<file path="src/rtl/pong_game_ctrl_if.sv">
// Pong controller signal bundle.
// Purpose: groups the key, miss and timer inputs and the game-state outputs of pong_game_ctrl.
// Modports:
//   master - the surroundings: drive keys, misses and timer_up; observe the game outputs.
//   slave  - the controller: the reverse directions.
// Parameter SCORE_W sets the width of score_l / score_r.
interface pong_game_ctrl_if #(
    parameter int unsigned SCORE_W = 4
);
    logic               key_start;
    logic               key_pause;
    logic               miss_left;
    logic               miss_right;
    logic               timer_up;
    logic               timer_start;
    logic               ball_en;
    logic               ball_reset;
    logic               serve_dir;
    logic [SCORE_W-1:0] score_l;
    logic [SCORE_W-1:0] score_r;
    logic               game_over;
    logic               winner;
    logic [2:0]         state;

    modport master (
        output key_start, key_pause, miss_left, miss_right, timer_up,
        input  timer_start, ball_en, ball_reset, serve_dir, score_l, score_r,
               game_over, winner, state
    );

    modport slave (
        input  key_start, key_pause, miss_left, miss_right, timer_up,
        output timer_start, ball_en, ball_reset, serve_dir, score_l, score_r,
               game_over, winner, state
    );
endinterface

</file>
<file path="src/rtl/pong_game_ctrl.sv">
// Pong game-state controller.
// Purpose: sequences IDLE -> NEWBALL (serve delay) -> PLAY <-> PAUSE -> GAMEOVER, keeps both
// scores, pulses the new-ball timer reload and gates the ball-motion logic.
// Ports:
//   clk  - system clock
//   rst  - asynchronous active-high reset
//   bus  - pong_game_ctrl_if.slave: key_start/key_pause/miss_left/miss_right/timer_up in;
//          timer_start, ball_en, ball_reset, serve_dir, score_l, score_r, game_over,
//          winner, state out.
// Parameters: WIN_SCORE (score that ends the game), SCORE_W (score register width; must
// match the interface's SCORE_W).
module pong_game_ctrl #(
    parameter int unsigned WIN_SCORE = 9,
    parameter int unsigned SCORE_W   = 4
) (
    input logic              clk,
    input logic              rst,
    pong_game_ctrl_if.slave  bus
);
    typedef enum logic [2:0] {
        StIdle     = 3'd0,
        StNewBall  = 3'd1,
        StPlay     = 3'd2,
        StPause    = 3'd3,
        StGameOver = 3'd4
    } state_e;

    localparam logic [SCORE_W-1:0] WinScore = SCORE_W'(WIN_SCORE);
    localparam logic [SCORE_W-1:0] ScoreOne = SCORE_W'(1);

    state_e             state_q;
    logic [SCORE_W-1:0] score_l_q;
    logic [SCORE_W-1:0] score_r_q;
    logic               serve_dir_q;
    logic               winner_q;
    logic               timer_start_q;

    logic [SCORE_W-1:0] score_l_inc;
    logic [SCORE_W-1:0] score_r_inc;

    assign score_l_inc = score_l_q + ScoreOne;
    assign score_r_inc = score_r_q + ScoreOne;

    always_ff @(posedge clk or posedge rst) begin
        if (rst) begin
            state_q       <= StIdle;
            score_l_q     <= '0;
            score_r_q     <= '0;
            serve_dir_q   <= 1'b0;
            winner_q      <= 1'b0;
            timer_start_q <= 1'b0;
        end else begin
            // Reload pulse lasts only the first NEWBALL cycle.
            timer_start_q <= 1'b0;
            case (state_q)
                StIdle: begin
                    if (bus.key_start) begin
                        score_l_q     <= '0;
                        score_r_q     <= '0;
                        state_q       <= StNewBall;
                        timer_start_q <= 1'b1;
                    end
                end
                StNewBall: begin
                    // timer_up is stale while the reload pulse is out; ignore it then.
                    if (bus.timer_up && !timer_start_q) begin
                        state_q <= StPlay;
                    end
                end
                StPlay: begin
                    if (bus.miss_left) begin
                        score_r_q   <= score_r_inc;
                        serve_dir_q <= 1'b0;
                        if (score_r_inc == WinScore) begin
                            state_q  <= StGameOver;
                            winner_q <= 1'b1;
                        end else begin
                            state_q       <= StNewBall;
                            timer_start_q <= 1'b1;
                        end
                    end else if (bus.miss_right) begin
                        score_l_q   <= score_l_inc;
                        serve_dir_q <= 1'b1;
                        if (score_l_inc == WinScore) begin
                            state_q  <= StGameOver;
                            winner_q <= 1'b0;
                        end else begin
                            state_q       <= StNewBall;
                            timer_start_q <= 1'b1;
                        end
                    end else if (bus.key_pause) begin
                        state_q <= StPause;
                    end
                end
                StPause: begin
                    if (bus.key_pause) begin
                        state_q <= StPlay;
                    end
                end
                StGameOver: begin
                    if (bus.key_start) begin
                        score_l_q     <= '0;
                        score_r_q     <= '0;
                        winner_q      <= 1'b0;
                        state_q       <= StNewBall;
                        timer_start_q <= 1'b1;
                    end
                end
                default: begin
                    state_q <= StIdle;
                end
            endcase
        end
    end

    // Moore decode from the state register only.
    assign bus.ball_en     = (state_q == StPlay);
    assign bus.ball_reset  = (state_q == StIdle) || (state_q == StNewBall) ||
                             (state_q == StGameOver);
    assign bus.game_over   = (state_q == StGameOver);
    assign bus.state       = state_q;
    assign bus.timer_start = timer_start_q;
    assign bus.serve_dir   = serve_dir_q;
    assign bus.winner      = winner_q;
    assign bus.score_l     = score_l_q;
    assign bus.score_r     = score_r_q;
endmodule

</file>
<file path="src/flat_wrapper.sv">
// flat-port wrapper written by rule: the top's interface ports become plain ports
module pong_game_ctrl_flat 
#(
    parameter int unsigned WIN_SCORE = 9,
    parameter int unsigned SCORE_W   = 4
)
  (clk, rst, bus_key_start, bus_key_pause, bus_miss_left, bus_miss_right, bus_timer_up, bus_timer_start, bus_ball_en, bus_ball_reset, bus_serve_dir, bus_score_l, bus_score_r, bus_game_over, bus_winner, bus_state);
  pong_game_ctrl_if #(.SCORE_W(SCORE_W)) bus_i ();
  input logic clk;
  input logic rst;
  input wire logic [$bits(bus_i.key_start)-1:0] bus_key_start;
  input wire logic [$bits(bus_i.key_pause)-1:0] bus_key_pause;
  input wire logic [$bits(bus_i.miss_left)-1:0] bus_miss_left;
  input wire logic [$bits(bus_i.miss_right)-1:0] bus_miss_right;
  input wire logic [$bits(bus_i.timer_up)-1:0] bus_timer_up;
  output wire logic [$bits(bus_i.timer_start)-1:0] bus_timer_start;
  output wire logic [$bits(bus_i.ball_en)-1:0] bus_ball_en;
  output wire logic [$bits(bus_i.ball_reset)-1:0] bus_ball_reset;
  output wire logic [$bits(bus_i.serve_dir)-1:0] bus_serve_dir;
  output wire logic [$bits(bus_i.score_l)-1:0] bus_score_l;
  output wire logic [$bits(bus_i.score_r)-1:0] bus_score_r;
  output wire logic [$bits(bus_i.game_over)-1:0] bus_game_over;
  output wire logic [$bits(bus_i.winner)-1:0] bus_winner;
  output wire logic [$bits(bus_i.state)-1:0] bus_state;
  assign bus_i.key_start = bus_key_start;
  assign bus_i.key_pause = bus_key_pause;
  assign bus_i.miss_left = bus_miss_left;
  assign bus_i.miss_right = bus_miss_right;
  assign bus_i.timer_up = bus_timer_up;
  assign bus_timer_start = bus_i.timer_start;
  assign bus_ball_en = bus_i.ball_en;
  assign bus_ball_reset = bus_i.ball_reset;
  assign bus_serve_dir = bus_i.serve_dir;
  assign bus_score_l = bus_i.score_l;
  assign bus_score_r = bus_i.score_r;
  assign bus_game_over = bus_i.game_over;
  assign bus_winner = bus_i.winner;
  assign bus_state = bus_i.state;
  pong_game_ctrl #(.WIN_SCORE(WIN_SCORE), .SCORE_W(SCORE_W)) u_core (.clk(clk), .rst(rst), .bus(bus_i));
endmodule
</file>
<file path="config.mk">
export PLATFORM = sky130hd
export DESIGN_NAME = pong_game_ctrl_flat
export DESIGN_NICKNAME = d
export VERILOG_FILES = /design/src/rtl/pong_game_ctrl_if.sv /design/src/rtl/pong_game_ctrl.sv /design/src/flat_wrapper.sv
export SDC_FILE = /design/constraint.sdc
export NUM_CORES = 1
export LEC_CHECK = 0
export BUFFER_PORTS_ARGS = -buffer_cell sky130_fd_sc_hd__buf_2
export CAP_MARGIN = 20
export CORE_UTILIZATION = 45
export CTS_CLUSTER_DIAMETER = 30
export DETAILED_ROUTE_END_ITERATION = 7
export GPL_TIMING_DRIVEN = 0
export MAX_ROUTING_LAYER = met4
export PLACE_DENSITY_LB_ADDON = 0.15
export SLEW_MARGIN = 20
export SYNTH_ARGS = -nofsm -noshare
export SYNTH_HDL_FRONTEND = slang
export SYNTH_SLANG_ARGS = --single-unit
export TNS_END_PERCENT = 100
</file>
<file path="constraint.sdc">
create_clock -name clk -period 1.4 [get_ports clk]
set_input_delay 0.07 -clock clk [delete_from_list [all_inputs] [get_ports clk]]
set_output_delay 0.07 -clock clk [all_outputs]
set_load 0.005 [all_outputs]
</file>
# Yosys cells after proc, flatten, opt, wreduce, memory -nomap -nowiden
# Cells that the tools add are included.
# Widths: inputs -> output; s select.
# totals
register_bits,14
# classes
mux,29
n_eq_ne,17
n_reduce_logical,14
add_sub_neg,2
# op_table
op,n
$mux 3,8
$mux 4,4
$pmux 4 s2,2
$mux 1,12
$pmux 3 s4,1
$ne 2x2->1 const B,5
$add 4x1->4 const B,2
$eq 4x4->1 const B,2
$reduce_and 4->1,2
$eq 3x2->1 const B,2
$ne 3x2->1 const B,2
$reduce_bool 2->1,3
$reduce_and 5->1,1
$ne 2x1->1 const B,2
$ne 4x4->1 const B,1
$pmux 1 s2,2
$eq 3x1->1 const B,1
$eq 3x3->1 const B,1
$logic_not 3->1,1
$ne 3x3->1 const B,1
$reduce_and 3->1,1
$logic_or 1x1->1,2
$reduce_and 2->1,1
$reduce_or 2->1,1
2 further kinds,2

# Depth between registers and ports, before layout
# Gate-level depths: netlist of run 1.
# logic_depth
word_depth,6
depth_mapped,6
depth_no_buf,5

# Least setup slack after synthesis of run 1
# No wires, ideal clock.
# synth_timing
kind,register to register
start,"reg u_core.score_r_q[0], in the netlist u_core.bus.score_r[0]"
end,"reg u_core.state_q[2], in the netlist u_core.bus.state[2]"
path_stages_with_launch,6
n_path_buf,0
required_ps,1278
t_arrival_ps,1247
setup_slack_ps,32
setup_time_ps,122
period_less_slack_ps,1368
cell_sequence,dfrtp_1 ha_1 nand2b_1 nand4_1 o22ai_1 a32o_1
# synth_between
elab_chain_len,5
# synth_lines
element,line_no,text
"start, declared",pong_game_ctrl.sv:33,logic [SCORE_W-1:0] score_r_q;
"start signal, assigned",pong_game_ctrl.sv:72,score_r_q <= score_r_inc;
$add 4x1->4,pong_game_ctrl.sv:42,assign score_r_inc = score_r_q + ScoreOne;
$eq 4x4->1,pong_game_ctrl.sv:74,if (score_r_inc == WinScore) begin
$mux 3,pong_game_ctrl.sv:74,
$mux 3,pong_game_ctrl.sv:71,if (bus.miss_left) begin
$pmux 3 s4,pong_game_ctrl.sv:55,case (state_q)
"end signal, assigned",pong_game_ctrl.sv:60,state_q <= StNewBall;
"end signal, assigned",pong_game_ctrl.sv:75,state_q <= StGameOver;
"end signal, assigned",pong_game_ctrl.sv:78,state_q <= StNewBall;
"end, declared",pong_game_ctrl.sv:31,state_e state_q;
# Every way passes these cells.
# A chain may end at the register's enable or synchronous reset.

# Final worst setup path of run 1
# layout_timing
start,"reg u_core.score_r_q[0], in the netlist u_core.bus.score_r[0]"
end,"reg u_core.state_q[0], in the netlist u_core.bus.state[0]"
# The elaborated chain is that of the path after synthesis.

==> metrics.txt, run 1 <==
worst-path maximum fanout=4; Horiz. Die Dim=46.2 um; Routed wire per std cell=13.4 um; non-filler cells, final=165; Top FF cell, synth=dfrtp_1; Buffers on Ports=23; initial antenna violation count=0; DRT iter0 DRCs=20; highest-delay cell along the critical path=dfrtp_1; Synth area leader=dfrtp_1; post-DP HPWL=1.27 mm; count of cell types in the netlist=33; core footprint=1780 um^2; relative slew slack=64.2%; most common cell in the netlist=dfrtp_1; Tot Pwr=2.15 mW; Post-Syn Area per Cell=9.34 um^2; CTS sink count=14; Pre-antenna DRT Iters=4; vias in the first global route=694; PwrDens=1710 nW/um^2; Async S/R FF share, synth=100%; met1 Use GR=25.7%; busiest grt layer=met2; met3 Use GR=3.53%; largest net degree at the start of global routing=15; Max VDD drop=1160 uV; setup ws final=-0.0589 ns; Worst-path clk slew=0.08 ns; Post-synth top cells=dfrtp_1 (14), inv_1 (9), nand3_1 (9); CP endpoint kind=register; Die H=46.2 um; vias per inst=5.22; Critical Path RT=1.53 ns; CTS tree=done; Die ar.=2130 um^2; Post-Place Cells=142; post-layout minimum cycle time=1.46 ns; endpoint arrival time on the critical path=1.59 ns; worst slew pin tran=0.536 ns; Yosys reg bits=14; clk_lat worst skew=0.27 ns; Synth top area share=39.9%; Clock Skew=0.00680 ns; Initial Util=49.3%; Fin. Hold Viols=0; total track usage=20.6%; DR DRC count=0; H-tree levels=1; status=complete, but fails checks; final count of pins violating max slew=0; grt ovf=0; post-synthesis instance area=878 um^2; MaxCap Viol Count=0; CP max stage delay=0.42 ns; setup violators final=4; post-route ant nets=0; EDFF count, synth=0; Crit Path Class=register to register; RSZ-0062 raised after global routing=true; met2 Use GR=32.7%; clk buf depth=2; Synth area leaders=dfrtp_1 (40%), ha_1 (5.7%), nand3_1 (5.1%); Leak Pwr=0.629 nW; pre-CTS setup slack=-0.194 ns; layout net count=153; Ant. Diodes=0; startpoint type of the worst setup path=register; via count=862; synthesized instance count=94; GPL Wtd Cong=0.830; post-synthesis sequential area ratio=39.9%; f_max=685 MHz; share of post-route cells with drive strength above 1=45.0%; crit share post-route=104%; clock tree root driver cell=clkbuf_4; Inserted Clock Buffers=3; syn_nets=105; I/O pin cnt=24; total wire length=2.21 mm; Ys Warns=0; failing checks=setup timing; Area growth syn-to-layout=43.2%; crit path cell chain=ha_2, nand2b_1, nand4_1, o22ai_4, a311oi_2; global-route wire length before repair=2.99 mm; Hold Crit Class=input pin to register; Placement Rows=15
metal layers:
metal | wire length (um) | vias to the layer above
met4 | 4 | 0
li1 | - | 423
met3 | 59 | 2
met1 | 980 | 420
met5 | 0 | -
met2 | 1160 | 17
critical path, delay by kind of cell, from the launching register on:
kind / cells / cell delay [ns]
AO/OA/AOI/OAI: 2 / 0.41
adder cells (fa/ha/maj): 1 / 0.21
AND/OR/NAND/NOR: 2 / 0.28
flip-flops: 1 / 0.42
worst paths after layout:
| path | from | end | slack (ns) | depth (start not counted) |
|---|---|---|---|---|
| hold reg to reg | u_core.bus.serve_dir$_DFFE_PP0P_ | u_core.bus.serve_dir$_DFFE_PP0P_ | 0.52 | 2 |
| max in group asynchronous | rst | u_core.bus.state[0]$_DFFE_PP0P_ | 0.67 | 3 |
| setup / recovery | u_core.bus.score_r[0]$_DFFE_PP0P_ | u_core.bus.state[0]$_DFFE_PP0P_ | -0.06 | 5 |
| min in group asynchronous | rst | u_core.bus.score_r[0]$_DFFE_PP0P_ | 0.37 | 3 |
| setup reg to reg | u_core.bus.score_r[0]$_DFFE_PP0P_ | u_core.bus.state[0]$_DFFE_PP0P_ | -0.06 | 5 |
| hold / removal | bus_miss_left | u_core.bus.score_r[1]$_DFFE_PP0P_ | 0.12 | 3 |
cell type report:
cell class,count,area [um^2]
Fill cell,141,526
Multi-Input combinational cell,67,499
Sequential cell,14,350
Timing Repair Buffer,43,279
Buffer,4,41.3
Inverter,9,33.8
Tap cell,25,31.3
Clock buffer,3,22.5
power breakdown:
part / internal (mW) / switching [mW]
combinational: 0.682 / 0.564
sequential: 0.534 / 0.155
clock: 0.0992 / 0.118
placed cells by master, fill, tap and decap left out, types with 2 or more instances in the layout:
cell type | netlist | routed
a21oi_1 | 3 | 3
a31oi_1 | 2 | 2
buf_2 | 1 | 23
buf_4 | 1 | 17
buf_6 | 3 | 6
clkbuf_4 | 0 | 3
dfrtp_1 | 14 | 14
ha_1 | 4 | 2
ha_2 | 0 | 2
inv_1 | 9 | 9
nand2_1 | 8 | 8
nand2b_1 | 4 | 4
nand3_1 | 9 | 8
nor2_1 | 5 | 5
o21ai_0 | 8 | 7
o21ai_1 | 1 | 2
o22ai_1 | 3 | 2
timing repair:
item,in CTS,in global routing
hold buffers,1,0
hold endpoints to repair,14,0
gates cloned,1,1
resized for setup,6,9
buffers inserted,9,9
pin swaps,7,12
setup endpoints to repair,9,11
metrics by stage:
step                      setup TNS (ns)  hold slack, ns  area [um^2]  util, %
final                             -0.139           0.120         1260     70.5
after global routing              -0.480           0.129         1260     70.5
after CTS                        -0.0908          0.0993         1150     64.4
after detailed placement          -0.780           0.141         1020     57.5
after global placement            -0.595           0.138         1020     57.5
after floorplan                        0         -0.0408          878        -
registers in the layout, indices dropped and copies added, names as in the netlist:
name	flops
u_core.bus.timer_start	1
u_core.bus.serve_dir	1
u_core.bus.state	3
u_core.bus.winner	1
u_core.bus.score_l	4
u_core.bus.score_r	4
kinds of logic (layout without fill, tap and decap cells):
| logic type | Yosys count | after routing | synth area share (%) |
|---|---|---|---|
| and+or+nand+nor | 37 | 38 | 26.4 |
| AOI/OAI and AO/OA | 22 | 22 | 15.8 |
| DFF | 14 | 14 | 39.9 |
| buffers and inverters | 14 | 59 | 9.12 |
| adders and majority gates | 4 | 4 | 5.70 |
| xor gates and xnor gates | 2 | 2 | 1.99 |
| muxes | 1 | 1 | 1.14 |
No activity file was read; power rests on OpenSTA's default activity.
==> run 2, diff against run 1 <==
- clock period: 1.4 -> 1.3 ns (I/O delays scaled with it)
==> metrics.txt, run 2 (same netlist as run 1, synthesis figures left out) <==
CP endpoint kind=register; Area growth syn-to-layout=39.2%; setup violators final=11 (+7); Hold Crit Class=input pin to register; I/O pin cnt=24 (unchanged); Routed wire per std cell=12.2 um (-8.9%); post-route ant nets=0 (unchanged); Max VDD drop=1180 uV (+1.6%); relative slew slack=63.9% (-0.38 points); Horiz. Die Dim=46.2 um (unchanged); non-filler cells, final=157 (-4.8%); MaxCap Viol Count=0 (unchanged); Critical Path RT=1.48 ns (-0.05 ns); worst hold slack=0.0925 ns (-0.0271 ns); CTS sink count=14 (unchanged); final core utilization=68.6% (-2.0 points); Inserted Clock Buffers=3 (unchanged); status=complete, but fails checks; global-route wire length before repair=3.11 mm (+3.7%); total track usage=21.3% (+0.69 points); clock tree root driver cell=clkbuf_4; Pre-antenna DRT Iters=4 (unchanged); failing checks=setup timing; post-DP HPWL=1.26 mm (-0.90%); DRT iter0 DRCs=10 (-50%); Leak Pwr=0.596 nW (-5.3%); final count of pins violating max slew=0 (unchanged); GPL Wtd Cong=0.804 (-3.1%); share of post-route cells with drive strength above 1=46.2% (+1.2 points); Worst-path clk slew=0.09 ns (about the same); post-layout minimum cycle time=1.41 ns (-0.0454 ns); Post-Place Cells=142 (unchanged); vias in the first global route=698 (+0.58%); Buffers on Ports=23 (unchanged); clk buf depth=2 (unchanged); crit share post-route=109% (+4.5 points); largest net degree at the start of global routing=15 (unchanged); CTS tree=done; post-route cell area=1220 um^2 (-2.8%); Initial Util=49.3% (unchanged); endpoint arrival time on the critical path=1.59 ns (about the same); Die ar.=2130 um^2 (unchanged); Ant. Diodes=0 (unchanged); layout net count=144 (-5.9%); clk_lat worst skew=0.28 ns (about the same); leading cell type in the layout, fill and taps excluded=buf_2; vias per inst=5.13 (-1.7%); Tot Pwr=2.26 mW (+4.9%); worst-path maximum fanout=4 (unchanged); setup ws final=-0.113 ns (-0.0546 ns); most frequent cells in the layout=buf_2 (23), dfrtp_1 (14), buf_4 (9), inv_1 (8); worst slew pin tran=0.542 ns (+0.00576 ns); core footprint=1780 um^2 (unchanged); total wire length=1.92 mm (-13%); DR DRC count=0 (unchanged); grt ovf=0 (unchanged); Placement Rows=15 (unchanged); Die H=46.2 um (unchanged); Setup TNS=-0.676 ns (-0.537 ns); f_max=708 MHz (+3.2%); via count=806 (-6.5%); H-tree levels=1 (unchanged); pre-CTS setup slack=-0.195 ns (-0.00102 ns); Clock Skew=0.00418 ns (-0.00261 ns); Crit Path Class=register to register; initial antenna violation count=0 (unchanged); Fin. Hold Viols=0 (unchanged); RSZ-0062 raised after global routing=true; startpoint type of the worst setup path=register; PwrDens=1850 nW/um^2 (+7.9%); placed inst area=1040 um^2 (+1.2%)
-- run 2: cell types whose count changed in the layout (fill, tap and decap cells not counted), moves of 2 or more --
cell	delta
o22ai_2	+2
o21ai_1	+5
nand3_2	+4
buf_4	-8
o21ai_0	-5
nand3_1	-4
-- run 2: worst max-delay path: stages, from the launching register on --
cell	delay [ns]
dfrtp_1	0.42
buf_6	0.13
nand3_1	0.08
xor2_1	0.27
o22ai_2	0.18
a32o_1	0.24
-- run 2: what timing repair did --
item,in CTS,in global routing
setup buffers,9,1
hold endpoints to repair,14,0
resized for setup,18,5
setup endpoints to repair,12,16
gates cloned,1,0
pin swaps,8,5
hold buffers,1,0
-- run 2: worst paths after layout --
kind,start,end,cells after the start,slack [ns]
worst max-delay path,u_core.bus.score_r[0]$_DFFE_PP0P_,u_core.bus.state[2]$_DFFE_PP0P_,5,-0.11
worst max register to register,u_core.bus.score_r[0]$_DFFE_PP0P_,u_core.bus.state[2]$_DFFE_PP0P_,5,-0.11
max in group asynchronous,rst,u_core.bus.score_r[3]$_DFFE_PP0P_,3,0.58
worst min-delay path,bus_miss_left,u_core.bus.score_r[1]$_DFFE_PP0P_,3,0.09
worst min register to register,u_core.bus.serve_dir$_DFFE_PP0P_,u_core.bus.serve_dir$_DFFE_PP0P_,2,0.48
min in group asynchronous,rst,u_core.bus.score_r[1]$_DFFE_PP0P_,3,0.37
-- run 2: layout make-up --
class	count	area [um^2]
flip-flops and latches	14	350
inverters	9	33.8
repair buffers	35	219
plain buffers	4	41.3
fillers	147	561
multi-input cells	66	510
well taps	25	31.3
clock buffers	4	36.3
-- run 2: power breakdown --
group / switching (mW) / total [mW] / internal [mW]
Sequential: 0.148 / 0.723 / 0.575
Combinational: 0.579 / 1.21 / 0.634
Clock: 0.151 / 0.321 / 0.170
Total: 0.877 / 2.26 / 1.38
-- run 2: per-layer routing --
metal  track usage (%)  vias to the layer above  part of all wire [%]
met5                 -                        -                     0
met4              12.4                        0                   2.5
met3              2.35                        6                   4.1
met2              29.0                       27                    44
met1              30.1                      366                    49
li1                  -                      407                     -
==> run 3, diff against run 2 <==
- ABC_AREA: not set -> 1
- CORE_UTILIZATION: 45 -> 52
- SKIP_CTS_REPAIR_TIMING: not set -> 1
- clock period: 1.3 -> 1.7 ns (I/O delays scaled with it)
==> metrics.txt, run 3 <==
RSZ-0062 raised after global routing=false; post-DP HPWL=1.48 mm (+17%); clk_lat worst skew=0.28 ns (about the same); DRT iter0 DRCs=25 (+15); grt ovf=0 (unchanged); Top FF cell, synth=dfrtp_1; Pre-antenna DRT Iters=6 (+2); EDFF count, synth=0 (unchanged); Buffers & Inverters on Critical Path=2 (+1); post-synthesis instance area=902 um^2 (+2.7%); CP max stage delay=0.49 ns (+0.07 ns); Worst-path clk slew=0.08 ns (about the same); status=complete, but fails checks; crit share post-route=89.0%; Initial Util=57.9% (+8.6 points); MaxCap Viol Count=0 (unchanged); post-layout minimum cycle time=1.51 ns; internal cell power=0.868 mW (-37%); Critical Path RT=1.62 ns (+0.14 ns); total track usage=21.9% (+0.63 points); CTS tree=done; count of cell types in the netlist=20 (-39%); Flop pwr share=36.1% (+4.0 points); Inserted Clock Buffers=3 (unchanged); global-route wire length before repair=3.05 mm (-1.8%); Setup crit start=u_core.bus.state[1]$_DFFE_PP0P_; most used cell, CP=nor2_1; CP Depth=4 (-1); Hold Startpoint=bus_miss_right; Buffers on Ports=23 (unchanged); vias in the first global route=748 (+7.2%); Fin. Hold Viols=0 (unchanged); critical path's top delay family=flip-flops; Reg2Reg Launch Point=u_core.bus.state[1]$_DFFE_PP0P_; largest net degree at the start of global routing=15 (unchanged); post-synthesis sequential area ratio=38.8% (-1.1 points); relative slew slack=65.1% (+1.2 points); endpoint arrival time on the critical path=1.43 ns (-0.16 ns); Die H=43.7 um (-5.5%); PwrDens=1510 nW/um^2 (-18%); CTS sink count=14 (unchanged); initial antenna violation count=0 (unchanged); Die ar.=1910 um^2 (-11%); Comb power frac=52.2% (-1.5 points); via count=847 (+5.1%); failing checks=DRC; share of post-route cells with drive strength above 1=23.7% (-23 points); r2r endpoint=u_core.bus.score_r[1]$_DFFE_PP0P_; clock tree root driver cell=clkbuf_4; Synth area leaders=dfrtp_1 (39%), nand2_1 (17%), inv_1 (8.3%); Yosys reg bits=14 (unchanged); crit path cell chain=nor2_1, inv_2, nor2_1, buf_2; worst hold slack=0.0733 ns (-0.0192 ns); clk buf depth=2 (unchanged); worst slew pin tran=0.523 ns (-0.0184 ns); core footprint=1560 um^2 (-13%); Max VDD drop=837 uV (-29%); Ys Warns=0 (unchanged); startpoint type of the worst setup path=register; Horiz. Die Dim=43.7 um (-5.5%); H-tree levels=1 (unchanged); Clock Skew=0.00493 ns (+0.000749 ns); post-route cell area=1070 um^2 (-12%); Switching Share=46.3% (+7.4 points); Leak Pwr=0.598 nW (+0.31%); Ant. Diodes=0 (unchanged); Net Sw Power=0.748 mW (-15%); synthesized instance count=125 (+33%); placed inst area=1040 um^2 (unchanged); most common cell in the netlist=nand2_1; DR DRC count=4 (+4); f_max=661 MHz; total wire length=1.88 mm (-2.0%); Routed wire per std cell=11.2 um (-8.5%); layout net count=165 (+15%); Synth area leader=dfrtp_1; Placement Rows=14 (-1); final count of pins violating max slew=0 (unchanged); Reg2Reg Depth=7 (+2); setup violators final=0 (-11); Hold Crit Class=input pin to register; Synth top area share=38.8% (-1.1 points); highest-delay cell along the critical path=dfrtp_1; clock share of power=11.7% (-2.5 points); Async S/R FF share, synth=100% (unchanged); crit path to=bus_game_over; syn_nets=136 (+30%); I/O pin cnt=24 (unchanged); Setup TNS=0 ns (+0.676 ns); GPL Wtd Cong=0.870 (+8.2%); most frequent cells in the layout=nand2_1 (40), buf_2 (23), inv_1 (20), dfrtp_1 (14), nor2_1 (11); vias per inst=5.04 (-1.8%); CP endpoint kind=primary output; final core utilization=68.6% (about the same); Area growth syn-to-layout=18.6%; Post-synth top cells=nand2_1 (40), inv_1 (20), dfrtp_1 (14); leading cell type in the layout, fill and taps excluded=nand2_1; Crit Path Class=register to primary output; post-route ant nets=0 (unchanged); reg-to-reg slack, setup=0.26 ns (+0.37 ns); Post-Syn Area per Cell=7.22 um^2 (-23%); worst-path maximum fanout=8 (+4)
-- run 3: cell count changes in the layout (fill, tap and decap cells not counted), moves of 3 or more --
cell	previous run	this run
o21ai_1	7	1
buf_6	6	0
nand3_1	4	8
nand2_1	7	40
o21ai_0	2	9
nand3_2	5	2
nor2_1	5	11
inv_1	8	20
nand2b_1	4	0
buf_4	9	0
-- run 3: layer usage --
| metal | GRT usage (%) | up-vias | routed length, um |
|---|---|---|---|
| li1 | - | 449 | - |
| met1 | 29.7 | 379 | 926 |
| met3 | 2.50 | 2 | 52 |
| met2 | 34.0 | 17 | 886 |
| met4 | 7.50 | 0 | 10 |
| met5 | - | - | 0 |
-- run 3: layout make-up --
type / instances / area, um^2
clock buffer: 3 / 22.5
fill: 142 / 489
inverter: 22 / 82.6
multi-input combinational: 89 / 469
sequential: 14 / 350
tap: 16 / 20.0
timing repair buffer: 24 / 125
-- run 3: how the worst min path moves through the flow --
stage                                        endpoint  slack (ns)  depth (start not counted)
global placement    u_core.bus.score_l[3]$_DFFE_PP0P_        0.14                          2
CTS                 u_core.bus.score_l[1]$_DFFE_PP0P_       -0.15                          2
floorplan           u_core.bus.score_l[0]$_DFFE_PP0P_       -0.03                          1
detailed placement  u_core.bus.score_l[2]$_DFFE_PP0P_        0.15                          2
global route         u_core.bus.serve_dir$_DFFE_PP0P_        0.09                          3
finish               u_core.bus.serve_dir$_DFFE_PP0P_        0.07                          3
-- run 3: cells by family after synthesis --
group	Yosys count	share of synthesized area, %
AO/OA/AOI/OAI	15	10.1
AND/OR/NAND/NOR	70	36.3
adder cells (fa/ha/maj)	4	5.55
flip-flops	14	38.8
buffers and inverters	22	9.15
-- run 3: worst reg2reg max path: stages (launching register included) --
cell and delay [ns]:
dfrtp_1 0.49, nor2_1 0.23, inv_2 0.11, nand2_2 0.09, nand2_2 0.08, nor2_2 0.19
nand3_1 0.09, o21ai_0 0.08
-- run 3: metrics by stage --
| stage | cells | setup slack (ns) | total power, mW |
|---|---|---|---|
| floorplan | 125 | 0.424 | 1.16 |
| global placement | 164 | 0.327 | 1.41 |
| detailed placement | 164 | 0.296 | 1.44 |
| CTS | 167 | 0.191 | 1.63 |
| global route | 168 | 0.100 | 1.77 |
| finish | 168 | 0.187 | 1.62 |
-- run 3: power groups by stage --
stage	sequential, mW	combinational (mW)	clock (mW)
after floorplan	0.585	0.579	0
after global placement	0.587	0.818	0
after detailed placement	0.592	0.851	0
after CTS	0.586	0.855	0.190
after global routing	0.610	0.965	0.197
final	0.584	0.844	0.188
